File: config.mk
export PLATFORM = sky130hd
export DESIGN_NAME = channel_tx
export DESIGN_NICKNAME = d
export VERILOG_FILES = /design/src/rtl/channel_tx.sv
export SDC_FILE = /design/constraint.sdc
export NUM_CORES = 1
export LEC_CHECK = 0
export CAP_MARGIN = 20
export CORE_UTILIZATION = 50
export DETAILED_ROUTE_END_ITERATION = 10
export PLACE_DENSITY_LB_ADDON = 0.15
export SYNTH_ARGS = -nofsm -noshare
export SYNTH_HDL_FRONTEND = slang
export SYNTH_SLANG_ARGS = --single-unit
File: constraint.sdc
create_clock -name clk -period 2.8 [get_ports clk]
set_clock_uncertainty 0.15 [all_clocks]
set_input_delay 0.56 -clock clk [delete_from_list [all_inputs] [get_ports clk]]
set_output_delay 0.56 -clock clk [all_outputs]
set_load 0.03 [all_outputs]
File: src/rtl/channel_tx.sv
// Flit-channel transmitter: copies packets from an upstream buffer into a two-slot
// ping-pong store and replays them on a 4-phase req/ack channel.
//   state   | meaning
//   F_IDLE  | waiting for sw_req with a free write slot
//   F_COPY  | grant high, one flit copied per cycle
//   F_REL   | copy done, waiting for sw_req to drop
//   S_IDLE  | waiting for a full read slot
//   S_REQ   | ch_req high, waiting for ch_ack
//   S_ACKLO | ch_req low, waiting for ch_ack to drop
module channel_tx #(
  parameter int FLITS     = 8,
  parameter int SIZE      = 8,
  parameter int ADDR_BITS = 3
) (
  input  logic                 clk,
  input  logic                 reset,
  input  logic                 sw_req,
  output logic                 sw_gnt,
  output logic [ADDR_BITS-1:0] buf_addr,
  input  logic [SIZE-1:0]      buf_data,
  output logic                 ch_req,
  output logic [SIZE-1:0]      ch_flit,
  input  logic                 ch_ack,
  output logic                 busy,
  output logic [15:0]          pkt_count,
  output logic                 proto_err
);

  localparam logic [ADDR_BITS-1:0] LAST = ADDR_BITS'(FLITS - 1);

  typedef enum logic [1:0] {F_IDLE, F_COPY, F_REL} fstate_e;
  typedef enum logic [1:0] {S_IDLE, S_REQ, S_ACKLO} sstate_e;

  fstate_e              f_q, f_d;
  sstate_e              s_q, s_d;
  logic [1:0]           full_q, full_d;
  logic                 wp_q, wp_d, rp_q, rp_d;
  logic                 gnt_q, gnt_d;
  logic [ADDR_BITS-1:0] addr_q, addr_d, idx_q, idx_d, idx_inc;
  logic                 req_q, req_d;
  logic [SIZE-1:0]      flit_q, flit_d;
  logic [15:0]          cnt_q, cnt_d;
  logic                 err_q, err_d;
  logic [SIZE-1:0]      slot_q [2][2**ADDR_BITS];
  logic                 fetch_start, copy_done, send_start, send_done, flit_next;

  assign fetch_start = (f_q == F_IDLE) && sw_req && !full_q[wp_q];
  assign copy_done   = (f_q == F_COPY) && (addr_q == LAST);
  assign send_start  = (s_q == S_IDLE) && full_q[rp_q];
  assign send_done   = (s_q == S_ACKLO) && !ch_ack && (idx_q == LAST);
  assign flit_next   = (s_q == S_ACKLO) && !ch_ack && (idx_q != LAST);
  assign idx_inc     = idx_q + ADDR_BITS'(1);

  always_ff @(posedge clk or negedge reset) begin
    if (!reset) begin
      f_q    <= F_IDLE;
      s_q    <= S_IDLE;
      full_q <= '0;
      wp_q   <= 1'b0;
      rp_q   <= 1'b0;
      gnt_q  <= 1'b0;
      addr_q <= '0;
      idx_q  <= '0;
      req_q  <= 1'b0;
      flit_q <= '0;
      cnt_q  <= '0;
      err_q  <= 1'b0;
    end else begin
      f_q    <= f_d;
      s_q    <= s_d;
      full_q <= full_d;
      wp_q   <= wp_d;
      rp_q   <= rp_d;
      gnt_q  <= gnt_d;
      addr_q <= addr_d;
      idx_q  <= idx_d;
      req_q  <= req_d;
      flit_q <= flit_d;
      cnt_q  <= cnt_d;
      err_q  <= err_d;
    end
  end

  // Slot contents need no reset; full_q qualifies them.
  always_ff @(posedge clk) begin
    if (f_q == F_COPY) slot_q[wp_q][addr_q] <= buf_data;
  end

  always_comb begin
    f_d = f_q;
    case (f_q)
      F_IDLE:  if (fetch_start) f_d = F_COPY;
      F_COPY:  if (copy_done) f_d = F_REL;
      F_REL:   if (!sw_req) f_d = F_IDLE;
      default: f_d = F_IDLE;
    endcase
  end

  always_comb begin
    s_d = s_q;
    case (s_q)
      S_IDLE:  if (send_start) s_d = S_REQ;
      S_REQ:   if (ch_ack) s_d = S_ACKLO;
      S_ACKLO: if (!ch_ack) s_d = (idx_q == LAST) ? S_IDLE : S_REQ;
      default: s_d = S_IDLE;
    endcase
  end

  always_comb begin
    gnt_d  = gnt_q;
    addr_d = addr_q;
    full_d = full_q;
    idx_d  = idx_q;
    req_d  = req_q;
    flit_d = flit_q;
    wp_d   = wp_q ^ copy_done;
    rp_d   = rp_q ^ send_done;
    cnt_d  = cnt_q + 16'(send_done);
    err_d  = err_q | ((s_q == S_IDLE) && ch_ack);
    if (fetch_start) begin
      gnt_d  = 1'b1;
      addr_d = '0;
    end else if (f_q == F_COPY) begin
      addr_d = copy_done ? '0 : addr_q + ADDR_BITS'(1);
      if (copy_done) gnt_d = 1'b0;
    end
    // Fetch and send never touch the same slot on one edge: wp targets an empty slot, rp a full one.
    if (copy_done) full_d[wp_q] = 1'b1;
    if (send_done) full_d[rp_q] = 1'b0;
    if (send_start) begin
      req_d  = 1'b1;
      idx_d  = '0;
      flit_d = slot_q[rp_q][0];
    end else if (flit_next) begin
      req_d  = 1'b1;
      idx_d  = idx_inc;
      flit_d = slot_q[rp_q][idx_inc];
    end else if ((s_q == S_REQ) && ch_ack) begin
      req_d = 1'b0;
    end
  end

  assign sw_gnt    = gnt_q;
  assign buf_addr  = addr_q;
  assign ch_req    = req_q;
  assign ch_flit   = flit_q;
  assign pkt_count = cnt_q;
  assign proto_err = err_q;
  assign busy      = (|full_q) || (f_q != F_IDLE) || (s_q != S_IDLE);

endmodule

==> impl_metrics.toml <==
[global_route]
grtUsageTotal = 0.202
overflow = 0
grt_antenna_before_repair = 0
grt_pass1_vias = 3659
grt_max_degree = 42
grt_pass1_wl_um = 21100

[detailed_routing]
routed_wl_um = 13500
wl_per_cell_um = 20.6
avgViaCountPerCell = 5.68
ant_nets = 0
drt_pass1_iterations = 5
vias = 3708
drcViolationCount = 0
initialDrtViolationCount = 248

[sta]
drv_slew = 0
hold_violations = 0
max_clock_freq_ghz = 0.376
tightestPinTransition_ns = 0.919
setup_viol = 0
tns_ns = 0
fin_crit_sh = 0.950
finalCriticalPeriod_ns = 2.66
max-slew-margin-rel = 0.387
fin_hold_ws_ns = 0.125
rsz0062_at_grt = "false"
layout_setup_ws_ns = 0.141

[yosys]
synth.distinct_cells = 47
synth-edff-count = 128
avgSynthCellArea_um2 = 17.9
syn_nets = 407
synth_area_um2 = 6990
synth_cells = 390
ys_warn_count = 0
ys_ff_latch = 169
synthArstFlopShare = 0.243
ys.flop_type = "edfxtp_1"
seq_area_frac_synth = 0.697

[worst_setup_path]
crit_fanout = 6
cp_top_family = "buffers and inverters"
worstPathRequired_ns = 2.09
path_class = "reg2out"
slowest_stage = "clkdlybuf4s50_1"
critPathMaxStageDelay_ns = 0.61
arrival_ns = 1.95
path_buf_inv = 1
start_kind = "flip-flop"
end_kind = "output port"
cp_cell_sequence = "nor2_1, nand3_1, clkdlybuf4s50_1"

[hold_path]
min_path_type = "in2async"

[cts]
cts_setup_buffers = 0
clock-sinks = 169
worst_skew_pair.late_latency_ns = 0.42
cts_buffers = 17
hold_buffers = 0
cts.path.max_buffers = 2
clockRootBuffer = "clkbuf_16"
cts.htree.levels = 4
cts_resized = 0
cts_tree = "yes"
cts.clk_slew.worst_paths_ns = 0.07

[die]
die_h_um = 120
initial_core_util = 0.519
io_pins = 43
rows = 42
core_um2 = 13500
dieWidth_um = 120
die-area_um2 = 14400

[finish]
fin_area_um2 = 8270
regArea_um2 = 4870
areaGrowthSynthToFinish_pct = 18.4
drive_above_1_share = 0.189
mostFrequentLayoutCells = "edfxtp_1, clkdlybuf4s50_1, dfrtp_1, buf_4, nor2_1"
multi_input_area_um2 = 1950
fin_cells = 653
layout_commonest_cell = "edfxtp_1"
nets = 481
diodes = 0
nFillCells = 1039

[placed_design]
dpl_cell_area_um2 = 7700
gp_congestion = 0.727
pre_cts_slack_ns = 0.0994
dp_cells = 621
port_buffers = 42
dp_hpwl_um = 8940

[run_status]
status = "complete, no violations"

[pwr]
p_per_area_nw_per_um2 = 899
power_leakage_uw = 0.00308
irDropWorstVdd_mv = 0.417

[flow_run]
drv_cap = 0
through the flow:
step	total power, uW	util
floorplan	4530	-
global placement	5190	0.573
detailed placement	5230	0.573
CTS	7510	0.615
global route	7750	0.615
finish	7440	0.615
worst reg2reg max path, delay by kind of cell, from the launching register on:
family | cells | cell delay [ns]
XOR/XNOR | 1 | 0.14
AND/OR/NAND/NOR | 4 | 0.89
adder cells (fa/ha/maj) | 3 | 0.54
buffers and inverters | 1 | 0.23
flip-flops | 1 | 0.35
path summary, 6_finish.rpt:
kind | startpoint | to | slack (ns) | cells after the start
max | s_q[0] | busy | 0.14 | 3
min | reset | ch_flit[6] | 0.13 | 1
max reg2reg | idx_q[1] | pkt_count[8] | 0.40 | 9
min reg2reg | proto_err | proto_err | 0.30 | 1
max in group asynchronous | reset | rp_q | 1.75 | 1
min in group clk | proto_err | proto_err | 0.30 | 1
kinds of logic (layout without fill, tap and decap cells):
family / after synthesis / in the layout / share of synthesized area
AO/OA/AOI/OAI: 29 / 29 / 0.0301
XOR/XNOR: 17 / 17 / 0.0213
adder cells (fa/ha/maj): 5 / 5 / 0.00896
buffers and inverters: 20 / 107 / 0.0235
flip-flops: 169 / 169 / 0.697
multiplexers: 56 / 56 / 0.148
AND/OR/NAND/NOR: 94 / 94 / 0.0715
per-layer routing:
metal | track usage | up-vias | wire [um]
met5 | 0 | - | 0
met4 | 0.0766 | 0 | 174
met3 | 0.0453 | 14 | 655
met2 | 0.298 | 94 | 6330
met1 | 0.295 | 1894 | 6310
li1 | - | 1706 | -
cell type report:
cell class	instances	share of cell area
clock buffers	18	0.0519
clock inverters	14	0.0171
inverters	4	0.00181
multi-input cells	201	0.236
flip-flops and latches	169	0.589
well taps	176	0.0266
repair buffers	71	0.0780
Yosys cell counts (5+ instances only):
master | instances | area, um^2
nand2_1 | 21 | 78.8
mux2_2 | 12 | 135
buf_6 | 5 | 56.3
a21oi_1 | 6 | 30.0
xnor2_1 | 12 | 105
mux4_1 | 18 | 473
nor2_1 | 23 | 86.3
nand2b_1 | 6 | 37.5
o2111ai_1 | 6 | 52.6
mux2i_1 | 13 | 130
nand3_1 | 16 | 80.1
ha_1 | 5 | 62.6
dfrtp_1 | 41 | 1030
edfxtp_1 | 128 | 3840
nor3_1 | 6 | 30.0
mux4_2 | 13 | 293
xor2_1 | 5 | 43.8
state kept, by name, indices dropped and copies added, names as in the netlist:
register   count
ch_req         1
idx_q          3
proto_err      1
f_q            2
sw_gnt         1
rp_q           1
pkt_count     16
ch_flit        8
wp_q           1
slot_q       128
buf_addr       3
s_q            2
full_q         2
power breakdown:
part | internal, uW | leakage, uW | total [uW] | switching (uW)
Clock | 1250 | 0.000282 | 2270 | 1020
Combinational | 800 | 0.00113 | 1860 | 1060
Sequential | 3120 | 0.00167 | 3310 | 195
Total | 5170 | 0.00308 | 7440 | 2280
No activity file was read; power rests on OpenSTA's default activity.
